==> config.mk <==
export PLATFORM = sky130hd
export DESIGN_NAME = stack_mem_responder
export DESIGN_NICKNAME = d
export VERILOG_FILES = /design/src/rtl/stack_pkg.sv /design/src/rtl/byte_ram.sv /design/src/rtl/stack_mem_responder.sv
export SDC_FILE = /design/constraint.sdc
export NUM_CORES = 2
export LEC_CHECK = 0
export BUFFER_PORTS_ARGS = -buffer_cell sky130_fd_sc_hd__buf_2
export CAP_MARGIN = 10
export CORE_ASPECT_RATIO = 0.75
export CORE_MARGIN = 5
export CORE_UTILIZATION = 25
export DETAILED_ROUTE_END_ITERATION = 6
export PLACE_DENSITY = 0.45
export REMOVE_ABC_BUFFERS = 1
export SETUP_SLACK_MARGIN = 0.4
export SLEW_MARGIN = 20
export SYNTH_ARGS = -nofsm -noshare
export SYNTH_HDL_FRONTEND = slang
export SYNTH_SLANG_ARGS = --single-unit
==> constraint.sdc <==
create_clock -name clock -period 7 [get_ports clock]
set_clock_uncertainty 0.15 [all_clocks]
set_input_delay 1.05 -clock clock [delete_from_list [all_inputs] [get_ports clock]]
set_output_delay 1.05 -clock clock [all_outputs]
set_load 0.02 [all_outputs]
==> src/rtl/stack_pkg.sv <==
// Shared types and constants for the stack machine memory responder.
package stack_pkg;

  localparam int unsigned DATA_W = 8;

  // Core write-bus value that arms a store on the following cycle.
  localparam logic [DATA_W-1:0] STORE_MARKER_DEFAULT = 8'hFF;

  typedef enum logic [1:0] {
    LOAD      = 2'd0,
    RUN_IDLE  = 2'd1,
    RUN_ARMED = 2'd2
  } resp_state_e;

endpackage

==> src/rtl/byte_ram.sv <==
// Byte-wide flop array: one synchronous write port with bulk clear, one asynchronous read port.
module byte_ram
  import stack_pkg::*;
#(
  parameter int unsigned ADDR_W = 8
) (
  input  logic              clk_i,
  input  logic              clear_i,
  input  logic              we_i,
  input  logic [ADDR_W-1:0] waddr_i,
  input  logic [DATA_W-1:0] wdata_i,
  input  logic [ADDR_W-1:0] raddr_i,
  output logic [DATA_W-1:0] rdata_o
);

  localparam int unsigned Depth = 2 ** ADDR_W;

  logic [DATA_W-1:0] mem_q [Depth];

  // Clear takes priority over any same-cycle write.
  always_ff @(posedge clk_i) begin
    if (clear_i) begin
      for (int unsigned i = 0; i < Depth; i++) begin
        mem_q[i] <= '0;
      end
    end else if (we_i) begin
      mem_q[waddr_i] <= wdata_i;
    end
  end

  // Reads see the pre-edge contents, so a write is visible from the next cycle.
  assign rdata_o = mem_q[raddr_i];

endmodule

==> src/rtl/stack_mem_responder.sv <==
// Memory-side responder: program loader, two-beat store decoder and combinational read port.
module stack_mem_responder
  import stack_pkg::*;
#(
  parameter int unsigned       ADDR_W         = 8,
  parameter logic [DATA_W-1:0] STORE_MARKER   = STORE_MARKER_DEFAULT,
  parameter bit                CLEAR_ON_RESET = 1'b1
) (
  input  logic              clock,
  input  logic              reset,
  input  logic [7:0]        cpu_mem_addr,
  input  logic [DATA_W-1:0] cpu_data_out,
  output logic [DATA_W-1:0] cpu_data_in,
  output logic              cpu_reset,
  input  logic              ld_valid,
  output logic              ld_ready,
  input  logic [7:0]        ld_addr,
  input  logic [DATA_W-1:0] ld_data,
  input  logic              ld_last,
  output logic              wr_strobe
);

  resp_state_e       state_q, state_d;
  logic              cpu_reset_q, cpu_reset_d;
  logic              wr_strobe_q, wr_strobe_d;
  logic              ram_we;
  logic [ADDR_W-1:0] ram_waddr;
  logic [DATA_W-1:0] ram_wdata;
  logic              ram_clear;

  // State and registered outputs; reset abandons any armed store.
  always_ff @(posedge clock) begin
    if (reset) begin
      state_q     <= LOAD;
      cpu_reset_q <= 1'b1;
      wr_strobe_q <= 1'b0;
    end else begin
      state_q     <= state_d;
      cpu_reset_q <= cpu_reset_d;
      wr_strobe_q <= wr_strobe_d;
    end
  end

  // Next state: loader exits on its last beat, store protocol alternates idle/armed.
  always_comb begin
    state_d = state_q;
    unique case (state_q)
      LOAD: begin
        if (ld_valid && ld_last) state_d = RUN_IDLE;
      end
      RUN_IDLE: begin
        if (cpu_data_out == STORE_MARKER) state_d = RUN_ARMED;
      end
      RUN_ARMED: state_d = RUN_IDLE;
      default:   state_d = LOAD;
    endcase
    // Core is released on the same edge that accepts the final load beat.
    cpu_reset_d = (state_d == LOAD);
    wr_strobe_d = (state_q == RUN_ARMED);
  end

  // Outputs and write-port mux: loader owns the port in LOAD, the core in the commit beat.
  always_comb begin
    ld_ready  = 1'b0;
    ram_we    = 1'b0;
    ram_waddr = cpu_mem_addr[ADDR_W-1:0];
    ram_wdata = cpu_data_out;
    unique case (state_q)
      LOAD: begin
        ld_ready  = 1'b1;
        ram_we    = ld_valid;
        ram_waddr = ld_addr[ADDR_W-1:0];
        ram_wdata = ld_data;
      end
      RUN_ARMED: ram_we = 1'b1;
      default: ;
    endcase
    if (reset) ram_we = 1'b0;
  end

  assign ram_clear = reset && CLEAR_ON_RESET;

  byte_ram #(
    .ADDR_W(ADDR_W)
  ) u_ram (
    .clk_i  (clock),
    .clear_i(ram_clear),
    .we_i   (ram_we),
    .waddr_i(ram_waddr),
    .wdata_i(ram_wdata),
    .raddr_i(cpu_mem_addr[ADDR_W-1:0]),
    .rdata_o(cpu_data_in)
  );

  assign cpu_reset = cpu_reset_q;
  assign wr_strobe = wr_strobe_q;

endmodule
======== After elaboration in Yosys (flattened, before gate mapping) ========
Memory sizes are Yosys's and may differ from the RTL's.
Index checks and enable logic that the tools add are counted.
word-level totals
  output and inout port bits .............. 11
  memory bits (read-only) ................. 0
  memories kept ........................... 1
  bits in registers ....................... 4
  bits of input ports ..................... 36
  latch bits .............................. 0
  bits in writable memories ............... 2048
  logic and storage cells ................. 27
cells by class
  div/mod/pow operators ................... 0
  shift-type cells ........................ 0
  multiply operators ...................... 0
  mux-type cells .......................... 16
  reductions and logical operators ........ 4
  equality and inequality tests ........... 3
  order comparisons ....................... 0
  add/sub/neg operators ................... 0
  bitwise logic cells ..................... 0
memories
  name         depth  width  rd ports  clocked after Yosys merged registers in  write ports  line            source
  u_ram.mem_q  256    8      1         0                                        256          byte_ram.sv:18  logic [DATA_W-1:0] mem_q [Depth];
operators by type and width
  cell                number
  $mux 8              4
  $eq 8x8->1 const B  1
  $mux 1              8
  $reduce_or 8->1     1
  $pmux 2 s3          1
  $logic_not 2->1     2
  $mux 2              2
  $eq 2x1->1 const B  1
  $eq 2x2->1 const B  1
  $pmux 1 s2          1
  $logic_and 1x1->1   1

======== Longest topological paths before layout ========
  depth in word-level cells ............... 8
  gate-level depth with buffers ........... 12
  depth with buffers taken out ............ 7

======== Modules after synthesis ========
A second synthesis with hierarchy kept.
second synthesis, totals
  cell total of the unflattened synthesis .. 6471
  area, all modules ....................... 95696.8 sq um
by module, submodules not included
  module               times used  seq. area each (sq um)  area each (sq um)  cells an instance
  byte_ram             1           61499.0                 95293.9            6435
  stack_mem_responder  1           80.1                    402.9              36

======== Worst setup path after synthesis ========
No wires, ideal clock.
  path kind ............................... input to output
  from .................................... input port cpu_mem_addr[0]
  to ...................................... output port cpu_data_in[1]
  path buffers ............................ 5
  slack ................................... 2.601 ns
  arrival ................................. 3.199 ns
  stages .................................. 11
  path through ............................ buf_4 > buf_6 > buf_6 > buf_4 > buf_4 > mux2i_1 > a22oi_1 > a21oi_1 > a211oi_1 > a22oi_1 > nor4_1
on the way
  word-level cells in the longest chain between the ends .. 1
ends and longest elaborated chain
  what           line                       source
  from (decl)    stack_mem_responder.sv:11  input logic [7:0] cpu_mem_addr,
  $mem_v2 256x8  --
  to (decl)      stack_mem_responder.sv:13  output logic [DATA_W-1:0] cpu_data_in,
No other way between the ends.

======== Final worst setup path ========
  from .................................... input port cpu_mem_addr[0]
  to ...................................... output port cpu_data_in[7]
Same word-level chain as after synthesis.

==> run metrics <==
peak supply drop=0.182 mV; post-synthesis sequential area ratio=0.682; CP Capture Point=cpu_data_in[7]; gr ovfl total=0; Post CTS Setup Buffer Count=0; design area=0.103 sq mm; critical path's most frequent cell=buf_12; Worst R2R Setup Slack=1920 ps; number of DRC markers in iteration 0=7585; WP buf/inv=4; CP Cell Sequence=buf_8 -> buf_12 -> buf_12 -> mux4_2 -> a22o_1 -> nor4_1 -> o21ai_0 -> nor3_1 -> nor4_2 -> buf_2; drt drc=0; min cycle time layout=6400 ps; max-cap violation count=0; hold_buf cts=0; synthesized area per cell=13.9 sq um; CP Launch Point=cpu_mem_addr[0]; vias per cell=4.92; Mapped Cells=6478; synth top area cells=edfxtp_1 68%, mux4_2 10%, nor2_1 8.8%, mux2i_1 2.6%, nand2b_1 1.9%; setup TNS=0 ps; TritonCTS Buffers=214; number of synthesized flops with an enable pin=2048; fin crit share=0.914; largest net degree at the start of global routing=146; r2r endpoint=u_ram.mem_q[39][1]; Placement Cell Area=0.0965 sq mm; CTS resizes=0; vias in the first global route=54.6k; Final GP Congestion=0.842; Worst Path Arrival=5200 ps; ys async rst share=0; Bufs on Longest Clock Path=4; Power Dens Cells=268 mW/mm^2; Cell variety after synth=59; die width=704 um; Routed Antenna Nets=0; CTS Root Cell=clkbuf_16; area grow syn2layout=14.4%; status=complete, no violations; worst r2r src=state_q[1]; worst setup margin=602 ps; top cell family by delay on the critical path=simple AND/OR/NAND/NOR gates; data required time of the worst path=5800 ps; max-slew violations=0; Fin. Hold Viols=0; RSZ-0062 raised after global routing=no; Starting Density=0.251; CTS tree=built; P_leak=35.5 nW; final setup violation count=0; main flop type after synthesis=edfxtp_1; final wirelength=302000 um; Netlist Area Pre-Place=0.0903 sq mm; FF-to-FF path depth=8; DP Wirelength=195000 um; wire per inst=26.4 um; die area=0.373 sq mm; Die Height=530 um; # fillers=36.5k; Skew-Pair Late Insertion Delay=880 ps; most numerous cell in the Yosys netlist=nor2_1; slew of the pin with the lowest slew margin=1140 ps; area share of the largest cell type after synthesis=0.681; CP Class=input port to output pin; CP endpoint kind=output pin; max frequency=156 MHz; input/output buffers=46; Nets=6480; critical path fanouts, max=64; layout cell share with drive strength beyond 1=0.159; slowest stage cell on the critical path=nor3_1; DRT Pass-1 Iters=6; dpl ws=561 ps; warnings from Yosys=0; Rel. slew slack=0.234; gr usage total=0.157; FP Rows=191; Yosys top cell by area=edfxtp_1; I/O pin count=47; vias after detailed routing=56.3k; CP startpoint kind=input port; initial antenna violation count=24; Power Total=27.7 mW; Sink Count=2052; CTS H-tree lvls=4; crit-path max cell delay=1010 ps; first-pass GRT wire length=427000 um; CTS clk-pin slew, worst paths=60 ps; critical path depth=10; Hold WC Path Type=input port to register; Yosys reg bits=2052; hold_ws=341 ps; Core ar.=0.360 sq mm; Synth top cells by count=2106 x nor2_1, 2048 x edfxtp_1, 404 x mux4_2
-- routing by layer --
metal	global-route usage	share of wire	vias up
li1	-	-	23757
met1	0.238	0.46	29721
met2	0.231	0.43	2505
met3	0.0305	0.085	362
met4	0.0317	0.021	2
met5	0	0.000023	-
-- layout make-up --
cell class,count,area (sq um),share of cell area
inverter,8,30.0,0.000291
antenna,5,12.5,0.000121
tap,4825,6040,0.0584
timing repair buffer,259,2310,0.0224
sequential,2052,61600,0.596
multi-input combinational,3909,26600,0.257
clock buffer,257,5580,0.0540
clock inverter,129,1170,0.0113
-- placed cells by master (no fill, tap or decap), drive strengths merged, types with 4 or more instances in the layout --
cell,netlist,final
a211oi,17,17
a21oi,61,61
a221oi,15,15
a22o,34,34
a22oi,109,109
a31oi,13,13
and2,19,19
buf,159,259
bufinv,0,21
clkbuf,350,257
clkinv,0,98
clkinvlp,0,4
dfxtp,4,4
diode,0,5
edfxtp,2048,2048
inv,8,14
mux2i,232,232
mux4,404,404
nand2,284,284
nand2b,270,270
nand3,13,13
nand4,4,4
nor2,2118,2118
nor2b,10,10
nor3,56,56
nor4,26,26
nor4b,4,4
o211ai,16,16
o21ai,43,43
o221ai,40,40
o22ai,78,78
or2,7,7
or3,8,8
-- how the worst min path moves through the flow --
stage                 end  cells after the start  slack (ps)        from
2_1_floorplan   wr_strobe                      1         390  state_q[1]
3_3_place_gp    wr_strobe                      1         540  state_q[1]
3_5_place_dp    wr_strobe                      1         540  state_q[1]
4_1_cts        state_q[0]                      3         250     ld_last
5_1_grt        state_q[0]                      3         290     ld_last
6_report       state_q[0]                      3         340     ld_last
-- power by group --
group          leakage [nW]  switching (mW)  internal (mW)
registers              21.3           0.131           13.9
clock network          3.32            5.00           6.43
logic                  10.8            1.62          0.652
-- flip-flops by register name, summed over array words and instances (netlist names) --
register	flops
cpu_reset	1
state_q	2
u_ram.mem_q	2048
wr_strobe	1
-- tightest hold or removal path, delay by kind of cell --
| kind | cells | cell delay, ps |
|---|---|---|
| and+or+nand+nor | 1 | 70 |
| buffers and inverters | 1 | 100 |
| AOI/OAI and AO/OA | 1 | 110 |
-- stage by stage --
stage | utilization | cells
after floorplan | - | 5969
after global placement | 0.268 | 11049
after detailed placement | 0.268 | 11052
after CTS | 0.286 | 11438
after global routing | 0.287 | 11442
final | 0.287 | 11444
-- logic make-up (layout without fill, tap and decap cells) --
kind of cell           count (synthesis)  in the layout  share of synthesized area
DFF                                 2052           2052                      0.682
muxes                                639            639                      0.127
and+or+nand+nor                     2833           2833                      0.130
other                                  0              5                          0
AOI/OAI and AO/OA                    437            437                     0.0341
buffers and inverters                517            653                     0.0267
Power figures use the tool's default switching activity.
